`src/rtl/var_write_tracer.sv`:
```
// Maps snooped data-memory writes back to microcode variable numbers and queues them as trace events.
// Write to FIFO head takes 2 cycles. When the FIFO is full and not popping, an event is dropped and ovf_count saturates.
module var_write_tracer #(
    parameter int DATA_W = 16,
    parameter int DEPTH  = 8,
    parameter int ADDR_W = 16
) (
    input  logic                   clk,
    input  logic                   rst,
    input  logic                   en,
    input  logic                   wr_en,
    input  logic [ADDR_W-1:0]      wr_addr,
    input  logic [DATA_W-1:0]      wr_data,
    input  logic [ADDR_W-1:0]      FP,
    input  logic [ADDR_W-1:0]      GP,
    output logic                   ev_valid,
    input  logic                   ev_ready,
    output logic [7:0]             ev_var,
    output logic                   ev_local,
    output logic [DATA_W-1:0]      ev_data,
    output logic [$clog2(DEPTH):0] level,
    output logic [7:0]             ovf_count
);
    localparam int PTR_W = $clog2(DEPTH);
    localparam int LVL_W = PTR_W + 1;
    localparam int HALF_W = ADDR_W - 1;
    localparam int ENT_W = 8 + 1 + DATA_W;
    localparam logic [LVL_W-1:0]  FULL_LVL  = LVL_W'(DEPTH);
    localparam logic [HALF_W-1:0] LOCAL_MAX = HALF_W'(14);
    localparam logic [HALF_W-1:0] GLOBAL_MAX = HALF_W'(239);

    logic              s1_valid;
    logic [ADDR_W-1:0] s1_addr, s1_fp, s1_gp;
    logic [DATA_W-1:0] s1_data;

    logic [ADDR_W-1:0] off_f, off_g;
    logic [HALF_W-1:0] half_f, half_g;
    logic              hit_l, hit_g, s2_match;
    logic [ENT_W-1:0]  s2_ent;

    logic [ENT_W-1:0]  mem [DEPTH];
    logic [PTR_W-1:0]  wr_ptr, rd_ptr;
    logic              push, pop;

    // Decode with the pointers captured alongside the address; the >= tests reject wrap-around offsets.
    always_comb begin
        off_f  = s1_addr - s1_fp;
        off_g  = s1_addr - s1_gp;
        half_f = off_f[ADDR_W-1:1];
        half_g = off_g[ADDR_W-1:1];
        hit_l  = (s1_addr >= s1_fp) && !off_f[0] && (half_f <= LOCAL_MAX);
        hit_g  = (s1_addr >= s1_gp) && !off_g[0] && (half_g <= GLOBAL_MAX);
        s2_match = s1_valid && (hit_l || hit_g);
        if (hit_l) begin
            s2_ent = {8'(half_f) + 8'd1, 1'b1, s1_data};
        end else begin
            s2_ent = {8'h10 + 8'(half_g), 1'b0, s1_data};
        end
    end

    assign ev_valid = (level != '0);
    assign pop      = ev_valid && ev_ready;
    assign push     = s2_match && ((level != FULL_LVL) || pop);
    assign {ev_var, ev_local, ev_data} = ev_valid ? mem[rd_ptr] : '0;

    always_ff @(posedge clk) begin
        if (rst) begin
            s1_valid  <= 1'b0;
            s1_addr   <= '0;
            s1_fp     <= '0;
            s1_gp     <= '0;
            s1_data   <= '0;
            wr_ptr    <= '0;
            rd_ptr    <= '0;
            level     <= '0;
            ovf_count <= '0;
        end else begin
            s1_valid <= en && wr_en;
            if (en && wr_en) begin
                s1_addr <= wr_addr;
                s1_fp   <= FP;
                s1_gp   <= GP;
                s1_data <= wr_data;
            end
            if (push) begin
                wr_ptr <= wr_ptr + 1'b1;
            end else if (s2_match && ovf_count != 8'hFF) begin
                ovf_count <= ovf_count + 8'd1;
            end
            if (pop) begin
                rd_ptr <= rd_ptr + 1'b1;
            end
            case ({push, pop})
                2'b10:   level <= level + 1'b1;
                2'b01:   level <= level - 1'b1;
                default: level <= level;
            endcase
        end
    end

    always_ff @(posedge clk) begin
        if (push) begin
            mem[wr_ptr] <= s2_ent;
        end
    end
endmodule
```
`config.mk`:
```
export PLATFORM = sky130hd
export DESIGN_NAME = var_write_tracer
export DESIGN_NICKNAME = d
export VERILOG_FILES = /design/src/rtl/var_write_tracer.sv
export SDC_FILE = /design/constraint.sdc
export NUM_CORES = 1
export LEC_CHECK = 0
export BUFFER_PORTS_ARGS = -buffer_cell sky130_fd_sc_hd__buf_4
export CORE_MARGIN = 2
export CORE_UTILIZATION = 50
export DETAILED_ROUTE_END_ITERATION = 8
export GPL_TIMING_DRIVEN = 0
export HOLD_SLACK_MARGIN = 0.08
export PLACE_DENSITY = 0.78
export SYNTH_ARGS = -nofsm -noshare
export SYNTH_HDL_FRONTEND = slang
export SYNTH_SLANG_ARGS = --single-unit
```
`constraint.sdc`:
```
create_clock -name clk -period 4.8 [get_ports clk]
set_clock_uncertainty 0.15 [all_clocks]
set_input_delay 0.72 -clock clk [delete_from_list [all_inputs] [get_ports clk]]
set_output_delay 0.72 -clock clk [all_outputs]
set_load 0.1 [all_outputs]
```
==> results of run 1 <==
-- cell type report --
type                       instances  area [µm²]
buffer                            57       257.7
clock buffer                      40       808.3
clock inverter                    14       135.1
fill                            1978       10310
inverter                          52       195.2
multi-input combinational        724        5426
sequential                       286        7727
tap                              335       419.2
timing repair buffer             115       928.4
-- flip-flops by register name (all words and copies together), names as in the netlist, named ones only --
signal     cells
s1_valid       1
ovf_count      8
s1_gp         16
s1_fp         16
wr_ptr         3
mem          200
level          4
rd_ptr         3
s1_addr       16
s1_data       16
-- path summary, 6_finish.rpt --
kind / depth (start not counted) / startpoint / slack, ps / to
max: 12 / s1_addr[1]$_SDFFE_PP0P_ / 120 / mem[5][12]$_DFFE_PP_
min: 3 / wr_data[1] / 260 / s1_data[1]$_SDFFE_PP0P_
max reg2reg: 12 / s1_addr[1]$_SDFFE_PP0P_ / 120 / mem[5][12]$_DFFE_PP_
min reg2reg: 2 / s1_gp[8]$_SDFFE_PP0P_ / 300 / s1_gp[8]$_SDFFE_PP0P_
-- placed cells by master (no fill, tap or decap), types with 8 or more instances in the layout --
cell and instances:
edfxtp_1 200, ha_1 40, clkbuf_16 30, buf_1 9, nor2_1 72, clkbuf_1 47
o21ai_0 23, buf_4 111, inv_1 51, nor3_1 17, mux4_2 50, nand2_1 173
xnor2_1 11, mux2i_1 31, a21o_1 8, nor2b_1 9, nor2_4 9, xor2_1 9
nand3_1 23, dfxtp_1 86, nand2b_1 9, o21a_1 9, a21oi_1 100
-- power groups by stage --
stage,Sequential [mW],Combinational [mW],Clock (mW)
6_report,2.79,2.67,2.22
5_1_grt,2.79,2.80,2.35
4_1_cts,2.79,2.64,2.24
3_5_place_dp,2.84,2.62,0
3_3_place_gp,2.83,2.58,0
2_1_floorplan,2.89,1.95,0
-- metrics by stage --
step | TNS, ps | util (%)
2_1_floorplan | 0 | -
3_3_place_gp | -224620 | 55.88
3_5_place_dp | -4754 | 56.37
4_1_cts | 0 | 60.29
5_1_grt | -3248 | 60.66
6_report | 0 | 60.66
-- kinds of logic (layout without fill, tap and decap cells) --
| group | count (synthesis) | after routing |
|---|---|---|
| AOI/OAI and AO/OA | 209 | 209 |
| DFF | 286 | 286 |
| xor gates and xnor gates | 21 | 21 |
| adders and majority gates | 44 | 44 |
| and+or+nand+nor | 359 | 362 |
| buffers and inverters | 109 | 278 |
| muxes | 88 | 88 |
-- per-layer routing --
metal  global-route usage (%)  vias up
met5                        0        -
met4                    7.070        0
met3                    3.173       63
met2                    39.96      409
met1                    31.00     4566
li1                         -     4432
-- worst register-to-register path, stage by stage (launching register included) --
cell	delay [ps]
dfxtp_1	530
inv_1	120
fa_1	460
nand2b_1	180
a21oi_1	350
o21a_1	210
o21ba_2	140
nor2_1	40
a2111oi_0	420
and4b_1	460
o211ai_1	170
or2_4	310
nor2_4	750
-- timing repair --
action	in CTS	in global routing
setup endpoints to repair	113	138
pin swaps	7	7
setup buffers	5	1
cloned	1	2
resized for setup	3	15
-- Yosys cell counts (3+ instances only) --
cell type / count
nor2b_1: 9
or2_2: 3
nor3_1: 18
mux2_2: 7
mux2i_1: 31
edfxtp_1: 200
a211o_1: 4
and2_1: 3
mux4_2: 50
and4_1: 3
nand3_1: 23
o2111ai_1: 3
a21oi_1: 102
buf_2: 4
nor2_1: 78
or4_1: 3
buf_1: 9
and3_1: 7
o211a_1: 3
ha_1: 41
o211ai_1: 6
nor4_1: 5
o21ai_0: 23
clkbuf_8: 3
inv_1: 52
a22oi_1: 3
nand2_1: 173
xnor2_1: 12
a21o_1: 8
a211oi_1: 8
xor2_1: 9
a31o_2: 3
fa_1: 3
nand2b_1: 9
nand4_1: 5
o21a_1: 9
dfxtp_1: 86
or3_1: 3
a31oi_1: 6
clkbuf_1: 39
==> results.sh, run 1 <==
export IMPL_avgSynthCellArea_um2=12.03
export IMPL_place_hpwl_um=22350
export IMPL_period_minus_slack_ps=4684
export IMPL_cts_max_path_buffers=3
export IMPL_switching_share_pct=37.78
export IMPL_crit_chain="inv_1, fa_1, nand2b_1, a21oi_1, o21a_1, o21ba_2, nor2_1, a2111oi_0, and4b_1, o211ai_1, or2_4, nor2_4"
export IMPL_nets=1378
export IMPL_fmax_mhz=213.5
export IMPL_fp_row_count=59
export IMPL_whs_ps=258.5
export IMPL_synth_fa_ha_area_share_pct=4.268
export IMPL_crit_type="register to register"
export IMPL_crit_buf_inv=1
export IMPL_synth_edff_count=200
export IMPL_synth_top_area_share_pct=44.73
export IMPL_wirelength_met1_um=13630
export IMPL_grt_ovfl_total=0
export IMPL_antenna_found_initial=0
export IMPL_clkTransAtPathRegs_ps=60
export IMPL_postSynthCellCount=1116
export IMPL_relSlewSlack_pct=30.67
export IMPL_grt_pass1_wl_um=50990
export IMPL_cpMaxStageDelayCell="nor2_4"
export IMPL_synth_top_family_by_area="simple AND/OR/NAND/NOR gates"
export IMPL_combPwrFrac_pct=34.8
export IMPL_cap_violations=0
export IMPL_yosysSeqAreaShare_pct=57.56
export IMPL_core_um2=26210
export IMPL_status="finished clean"
export IMPL_drv_slew=0
export IMPL_grt_pass1_vias=9323
export IMPL_wl_met2_um=16490
export IMPL_drt_iter0_markers=1046
export IMPL_top_layer_used="met4"
export IMPL_power_density_nw_per_um2=483.1
export IMPL_area_growth_synth_to_final_pct=18.42
export IMPL_cp_max_fo=25
export IMPL_critPathTopFamily="simple AND/OR/NAND/NOR gates"
export IMPL_ir_drop_mv=0.3088
export IMPL_ios=107
export IMPL_antenna_cells=0
export IMPL_placed_area_um2=14770
export IMPL_max_slew_worst_pin_slew_ps=1029
export IMPL_met3_length_um=2202
export IMPL_hold_path_class="input port to register"
export IMPL_final_area_um2=15900
export IMPL_cp_arrival_ps=4710
export IMPL_cts_tree="built"
export IMPL_drive_gt1_share_pct=21.04
export IMPL_p_sw_mw=2.902
export IMPL_grt_max_degree=26
export IMPL_clkSinkCount=286
export IMPL_start_util_pct=51.23
export IMPL_synthDistinctLibCells=82
export IMPL_synth_area_top_cells="edfxtp_1 (45%), dfxtp_1 (13%), mux4_2 (8.4%)"
export IMPL_h_tree_depth=1
export IMPL_dieWidth_um=167.9
export IMPL_drc=0
export IMPL_leakagePower_nw=5.742
export IMPL_intPower_mw=4.779
export IMPL_cts_inserted_buffers=29
export IMPL_routabilityCongestion=0.9191
export IMPL_async_flop_share_pct=0
export IMPL_synth_nets=1229
export IMPL_synth_xor_area_share_pct=1.370
export IMPL_vias=9470
export IMPL_grt_use_total_pct=23.26
export IMPL_first_pass_iters=6
export IMPL_synth_largest_area_cell="edfxtp_1"
export IMPL_hold_buffers=0
export IMPL_rsz0062_at_grt="yes"
export IMPL_power_frac_seq_pct=36.3
export IMPL_dp_slack_ps=-76.93
export IMPL_placedCellCount=1560
export IMPL_cts_root_buf="clkbuf_16"
export IMPL_timing_final_crit_share_pct=97.58
export IMPL_wl_per_cell_um=20.45
export IMPL_yosys_warnings=0
export IMPL_synth_simple_gate_area_share_pct=12.16
export IMPL_cpPeakStageDelay_ps=750
export IMPL_netlist_area_um2=13430
export IMPL_required_ps=4820
export IMPL_via_per_inst=5.835
export IMPL_muxShareOfSynthArea_pct=11.29
export IMPL_fp_dieArea_um2=28180
export IMPL_clkPwrFrac_pct=29.0
export IMPL_drtAntennaViolNets=0
export IMPL_start_kind="register"
export IMPL_clk_latency_ps=560
export IMPL_power_total_mw=7.681
export IMPL_synth_compound_area_share_pct=9.981
export IMPL_finalWirelength_um=33190
export IMPL_worst_slack_ps=116.3
export IMPL_hold_violations=0
export IMPL_endpoint_kind="register"
export IMPL_setup_viol_count_final=0
export IMPL_stdcell_count=1623
export IMPL_ys_flop_type="edfxtp_1"
export IMPL_dieHeight_um=167.9
export IMPL_port_buffers=106
export IMPL_ys_seq_elements=286
Power figures use the tool's default switching activity.
==> inputs of run 2 (changes only) <==
- CORE_UTILIZATION: 50 -> 54
- PLACE_DENSITY: 0.78 -> 0.83
- clock period: 4.8 -> 3.8 ns (I/O delays scaled with it)
==> run 2 against run 1 <==
Largest power group is now combinational logic. Global-route usage increased by 7.9 points. Clock-buffer cell count down 7. Cell count grew 2.8%. Highest routed layer unchanged. Maximum frequency rose by 9.9%. The run now ends with negative setup slack left. Critical endpoint is now level[3]$_SDFFE_PP0P_. Hold slack got worse by 160 ps. Register-to-register slack got worse by 580 ps.
==> results.sh, run 2 (synthesis results as in run 1) <==
export IMPL_hold_end="s1_fp[12]$_SDFFE_PP0P_"
export IMPL_h_tree_depth=1
export IMPL_antenna_found_initial=0
export IMPL_r2r_end="level[3]$_SDFFE_PP0P_"
export IMPL_largest_register="mem"
export IMPL_drt_iter0_markers=1286
export IMPL_finalWirelength_um=41300
export IMPL_vias=10380
export IMPL_violations="negative setup slack"
export IMPL_rsz0062_at_grt="yes"
export IMPL_via_per_inst=6.221
export IMPL_dieHeight_um=161.7
export IMPL_ios=107
export IMPL_hold_path_class="input port to register"
export IMPL_cts_root_buf="clkbuf_16"
export IMPL_cap_violations=0
export IMPL_grt_pass1_wl_um=60490
export IMPL_stdcell_count=1669
export IMPL_fmax_mhz=234.7
export IMPL_drv_slew=0
export IMPL_fp_row_count=57
export IMPL_max_slew_worst_pin_slew_ps=937.6
export IMPL_area_growth_synth_to_final_pct=26.74
export IMPL_status="finished with violations"
export IMPL_grt_use_total_pct=31.15
export IMPL_clk_latency_ps=570
export IMPL_endpoint_kind="register"
export IMPL_clkSinkCount=286
export IMPL_grt_ovfl_total=0
export IMPL_first_pass_iters=5
export IMPL_fp_dieArea_um2=26140
export IMPL_startpoint="s1_addr[0]$_SDFFE_PP0P_"
export IMPL_r2r_start="s1_addr[0]$_SDFFE_PP0P_"
export IMPL_hold_violations=0
export IMPL_holdPathStages=3
export IMPL_nets=1436
export IMPL_ir_drop_mv=0.4998
export IMPL_final_common_cell="edfxtp_1"
export IMPL_start_util_pct=55.04
export IMPL_dieWidth_um=161.7
export IMPL_required_ps=4100
export IMPL_placedCellCount=1550
export IMPL_cp_max_fo=3
export IMPL_timing_final_crit_share_pct=112.1
export IMPL_leakagePower_nw=6.206
export IMPL_routabilityCongestion=0.9267
export IMPL_final_cell_mix="edfxtp_1 (200), nand2_1 (173), buf_4 (125)"
export IMPL_power_density_nw_per_um2=597.4
export IMPL_grt_max_degree=16
export IMPL_grt_pass1_vias=10240
export IMPL_hold_start="FP[12]"
export IMPL_cts_inserted_buffers=28
export IMPL_largest_reg_flops=200
export IMPL_start_kind="register"
export IMPL_cts_max_path_buffers=3
export IMPL_port_buffers=106
export IMPL_whs_ps=97.60
export IMPL_worst_slack_ps=-460.7
export IMPL_core_um2=24390
export IMPL_place_hpwl_um=22800
export IMPL_r2r_slack_ps=-460
export IMPL_wl_per_cell_um=24.74
export IMPL_drive_gt1_share_pct=28.10
export IMPL_crit_type="register to register"
export IMPL_reg2regPathDepth=21
export IMPL_period_minus_slack_ps=4261
export IMPL_cp_arrival_ps=4560
export IMPL_setup_viol_count_final=203
export IMPL_drtAntennaViolNets=0
export IMPL_drc=0
export IMPL_clkTransAtPathRegs_ps=70
export IMPL_relSlewSlack_pct=37.49
export IMPL_cts_tree="built"
export IMPL_antenna_cells=0
==> run 2: cell types whose count changed in the layout (fill, tap and decap cells not counted), moves of 6 or more <==
cell	change
buf_6	+22
a21oi_1	-6
clkbuf_1	-16
buf_4	+14
clkbuf_2	+8
buf_12	+20
==> run 2: repair_timing <==
item                       in CTS  in global routing
hold buffers                    0                  0
resized for setup              65                 57
setup endpoints to repair     240                291
gates cloned                   10                  2
hold endpoints to repair        0                  0
buffers inserted               60                  9
pin swaps                      35                 13
==> run 2: critical path, cell delays in order, from the launching register on <==
cell and delay [ps]:
dfxtp_2 330, inv_2 80, ha_4 140, inv_2 40, fa_2 350, a21o_4 230, a31o_4 250, a21oi_4 160
xnor2_2 110, ha_4 190, nor4_4 200, o2111ai_2 170, nand4_1 200, o32ai_4 120, or2_4 280, inv_4 70
ha_4 190, a21o_1 160, a21oi_2 170, nor3_2 70, a21oi_1 160, mux2_2 340
==> run 2: final cells by class <==
| type | instances | area (µm²) |
|---|---|---|
| timing repair buffer | 174 | 1742 |
| sequential | 286 | 7732 |
| fill | 1603 | 7376 |
| tap | 324 | 405.4 |
| clock inverter | 19 | 259.0 |
| inverter | 52 | 197.7 |
| buffer | 54 | 259.0 |
| clock buffer | 33 | 752.0 |
| multi-input combinational | 727 | 5668 |
==> run 2: metrics by stage <==
stage | power, mW | worst slack [ps] | utilization (%) | cell area [µm²] | setup TNS, ps
after floorplan | 6.125 | -434.5 | - | 13520 | -31740
after global placement | 6.835 | -1421 | 60.35 | 14720 | -197340
after detailed placement | 6.899 | -1138 | 60.70 | 14800 | -179020
after CTS | 9.938 | -298.5 | 69.28 | 16900 | -34820
after global routing | 10.42 | -605.2 | 69.76 | 17020 | -81040
final | 10.16 | -460.7 | 69.76 | 17020 | -60940
==> run 2: worst max path at each step <==
| stage | endpoint | slack, ps | cells past startpoint |
|---|---|---|---|
| floorplan | mem[1][0]$_DFFE_PP_ | -430 | 16 |
| global placement | mem[1][21]$_DFFE_PP_ | -1420 | 16 |
| detailed placement | mem[1][7]$_DFFE_PP_ | -1140 | 17 |
| CTS | level[3]$_SDFFE_PP0P_ | -300 | 21 |
| global route | level[3]$_SDFFE_PP0P_ | -610 | 21 |
| finish | level[3]$_SDFFE_PP0P_ | -460 | 21 |
==> run 2: layer usage <==
metal | GRT usage (%) | part of all wire, %
met1 | 38.61 | 36
met2 | 53.32 | 50
met3 | 4.443 | 8.5
met4 | 16.73 | 5.9
met5 | 0 | 0
==> run 2: where the power goes <==
part / switching (mW) / internal [mW]
Combinational: 2.54 / 1.04
Clock: 1.30 / 1.77
Sequential: 0.0736 / 3.45
==> inputs of run 3 (changes only) <==
- CORE_ASPECT_RATIO: not set -> 0.6
==> run 3 against run 2 <==
Die area grew 0.16%. Critical path depth decreased by 7. The flow still finishes with violations (negative setup slack). Total power decreased by 2.1%. Hold slack gained 20 ps. Combinational power is 3% higher. Global-route usage decreased by 1.6 points. Clock-buffer cell count increased by 2.
==> results.sh, run 3 (synthesis results as in run 1) <==
export IMPL_startpoint="s1_addr[6]$_SDFFE_PP0P_"
export IMPL_wl_per_cell_um=24.52
export IMPL_nets=1435
export IMPL_cts_max_path_buffers=3
export IMPL_port_buffers=106
export IMPL_drtAntennaViolNets=0
export IMPL_start_util_pct=55.30
export IMPL_reg2regPathDepth=14
export IMPL_drive_gt1_share_pct=28.32
export IMPL_finalWirelength_um=40830
export IMPL_final_area_um2=16920
export IMPL_clkPwrFrac_pct=27.9
export IMPL_critPathMostFrequentCell="buf_12"
export IMPL_placedCellCount=1547
export IMPL_fmax_mhz=226.1
export IMPL_endpoint_kind="register"
export IMPL_r2r_start="s1_addr[6]$_SDFFE_PP0P_"
export IMPL_core_um2=24280
export IMPL_switching_share_pct=38.59
export IMPL_period_minus_slack_ps=4424
export IMPL_cts_tree="built"
export IMPL_area_growth_synth_to_final_pct=26.04
export IMPL_relSlewSlack_pct=35.86
export IMPL_routabilityCongestion=0.9552
export IMPL_r2r_end="mem[3][15]$_DFFE_PP_"
export IMPL_h_tree_depth=1
export IMPL_cp_arrival_ps=4540
export IMPL_hold_path_class="input port to register"
export IMPL_max_slew_worst_pin_slew_ps=962.1
export IMPL_critPathTopFamily="simple AND/OR/NAND/NOR gates"
export IMPL_rsz0062_at_grt="yes"
export IMPL_fp_dieArea_um2=26180
export IMPL_status="finished with violations"
export IMPL_grt_use_total_pct=29.51
export IMPL_drc=0
export IMPL_first_pass_iters=6
export IMPL_crit_buf_inv=3
export IMPL_grt_ovfl_total=0
export IMPL_whs_ps=117.1
export IMPL_ir_drop_mv=0.7188
export IMPL_hold_violations=0
export IMPL_crit_end="mem[3][15]$_DFFE_PP_"
export IMPL_clkTransAtPathRegs_ps=70
export IMPL_largest_reg_flops=200
export IMPL_placed_area_um2=14790
export IMPL_cp_max_fo=7
export IMPL_leakagePower_nw=6.146
export IMPL_cts_root_buf="clkbuf_16"
export IMPL_hold_buffers=0
export IMPL_cpMaxStageDelayCell="or4_4"
export IMPL_start_kind="register"
export IMPL_via_per_inst=6.258
export IMPL_cpPeakStageDelay_ps=500
export IMPL_worstSetupPathDepth=14
export IMPL_final_cell_mix="edfxtp_1 (200), nand2_1 (172), buf_4 (130)"
export IMPL_setup_viol_count_final=203
export IMPL_final_common_cell="edfxtp_1"
export IMPL_clkSinkCount=286
export IMPL_cap_violations=0
export IMPL_crit_chain="ha_1, nand2_1, a2111oi_0, o21ai_0, a21oi_1, nor2_1, or4_4, nor4b_4, o211ai_1, or2_4, buf_12, buf_6, nor2_4, buf_12"
export IMPL_intPower_mw=6.112
export IMPL_grt_pass1_wl_um=57990
export IMPL_vias=10420
export IMPL_dieWidth_um=207.6
export IMPL_grt_pass1_vias=9674
export IMPL_r2r_slack_ps=-620
export IMPL_ios=107
export IMPL_fp_row_count=44
export IMPL_drv_slew=0
export IMPL_power_density_nw_per_um2=588.2
export IMPL_clk_latency_ps=550
export IMPL_largest_register="mem"
export IMPL_drt_iter0_markers=1412
export IMPL_cts_inserted_buffers=26
export IMPL_power_frac_seq_pct=35.4
export IMPL_dieHeight_um=126.1
export IMPL_combPwrFrac_pct=36.7
export IMPL_grt_max_degree=17
export IMPL_required_ps=3920
export IMPL_p_sw_mw=3.840
export IMPL_antenna_found_initial=1
export IMPL_timing_final_crit_share_pct=116.4
export IMPL_stdcell_count=1665
export IMPL_worst_slack_ps=-623.5
export IMPL_place_hpwl_um=23870
export IMPL_crit_type="register to register"
export IMPL_violations="negative setup slack"
-- run 3: cell count changes in the layout (fill, tap and decap cells not counted), sizes merged --
cell	delta
buf	+2
clkdlybuf4s15	+1
bufinv	-1
clkinv	-5
diode	+1
-- run 3: layout make-up --
type	count	area (µm²)
inverter	52	200.2
tap	322	402.9
fill	1596	7357
sequential	286	7736
timing repair buffer	174	1690
clock inverter	13	178.9
buffer	55	272.8
clock buffer	35	705.7
antenna	1	2.502
multi-input combinational	727	5732
-- run 3: worst min path at each step --
stage	start	endpoint	slack (ps)	depth (start not counted)
finish	wr_addr[4]	s1_addr[4]$_SDFFE_PP0P_	120	3
global route	FP[4]	s1_fp[4]$_SDFFE_PP0P_	110	3
global placement	s1_gp[1]$_SDFFE_PP0P_	s1_gp[1]$_SDFFE_PP0P_	290	2
CTS	wr_addr[4]	s1_addr[4]$_SDFFE_PP0P_	110	3
detailed placement	s1_gp[10]$_SDFFE_PP0P_	s1_gp[10]$_SDFFE_PP0P_	300	2
floorplan	s1_fp[10]$_SDFFE_PP0P_	s1_fp[10]$_SDFFE_PP0P_	290	2
-- run 3: what timing repair did --
| item | in CTS | in global routing |
|---|---|---|
| pin swaps | 42 | 23 |
| buffers inserted | 50 | 19 |
| resized for setup | 61 | 61 |
| endpoints found under the hold margin | 0 | 0 |
| endpoints found under the setup margin | 277 | 265 |
| cloned | 8 | 2 |
-- run 3: metal layers --
metal	wire (µm)	track usage, %	vias up
li1	-	-	4549
met4	1349	9.370	0
met2	18100	43.98	727
met1	16280	42.69	5021
met3	5096	7.606	122
met5	0	0	-
-- run 3: power by group through the flow --
stage	logic [mW]	registers [mW]	clock network, mW
5_1_grt	3.81	3.53	2.91
3_5_place_dp	3.33	3.58	0
3_3_place_gp	3.28	3.58	0
2_1_floorplan	2.47	3.65	0
4_1_cts	3.47	3.52	2.76
6_report	3.66	3.52	2.77
-- run 3: tightest hold or removal path, stage by stage --
cell and delay (ps):
buf_4 110, nand2_1 50, a21oi_1 50
-- run 3: metrics by stage --
step | power [mW] | util (%) | worst slack, ps | TNS (ps)
finish | 9.952 | 69.70 | -623.5 | -93360
global route | 10.25 | 69.70 | -728.0 | -106480
CTS | 9.746 | 68.39 | -492.0 | -51900
detailed placement | 6.914 | 60.91 | -1234 | -208100
global placement | 6.857 | 60.62 | -1505 | -217260
floorplan | 6.125 | - | -434.5 | -31740
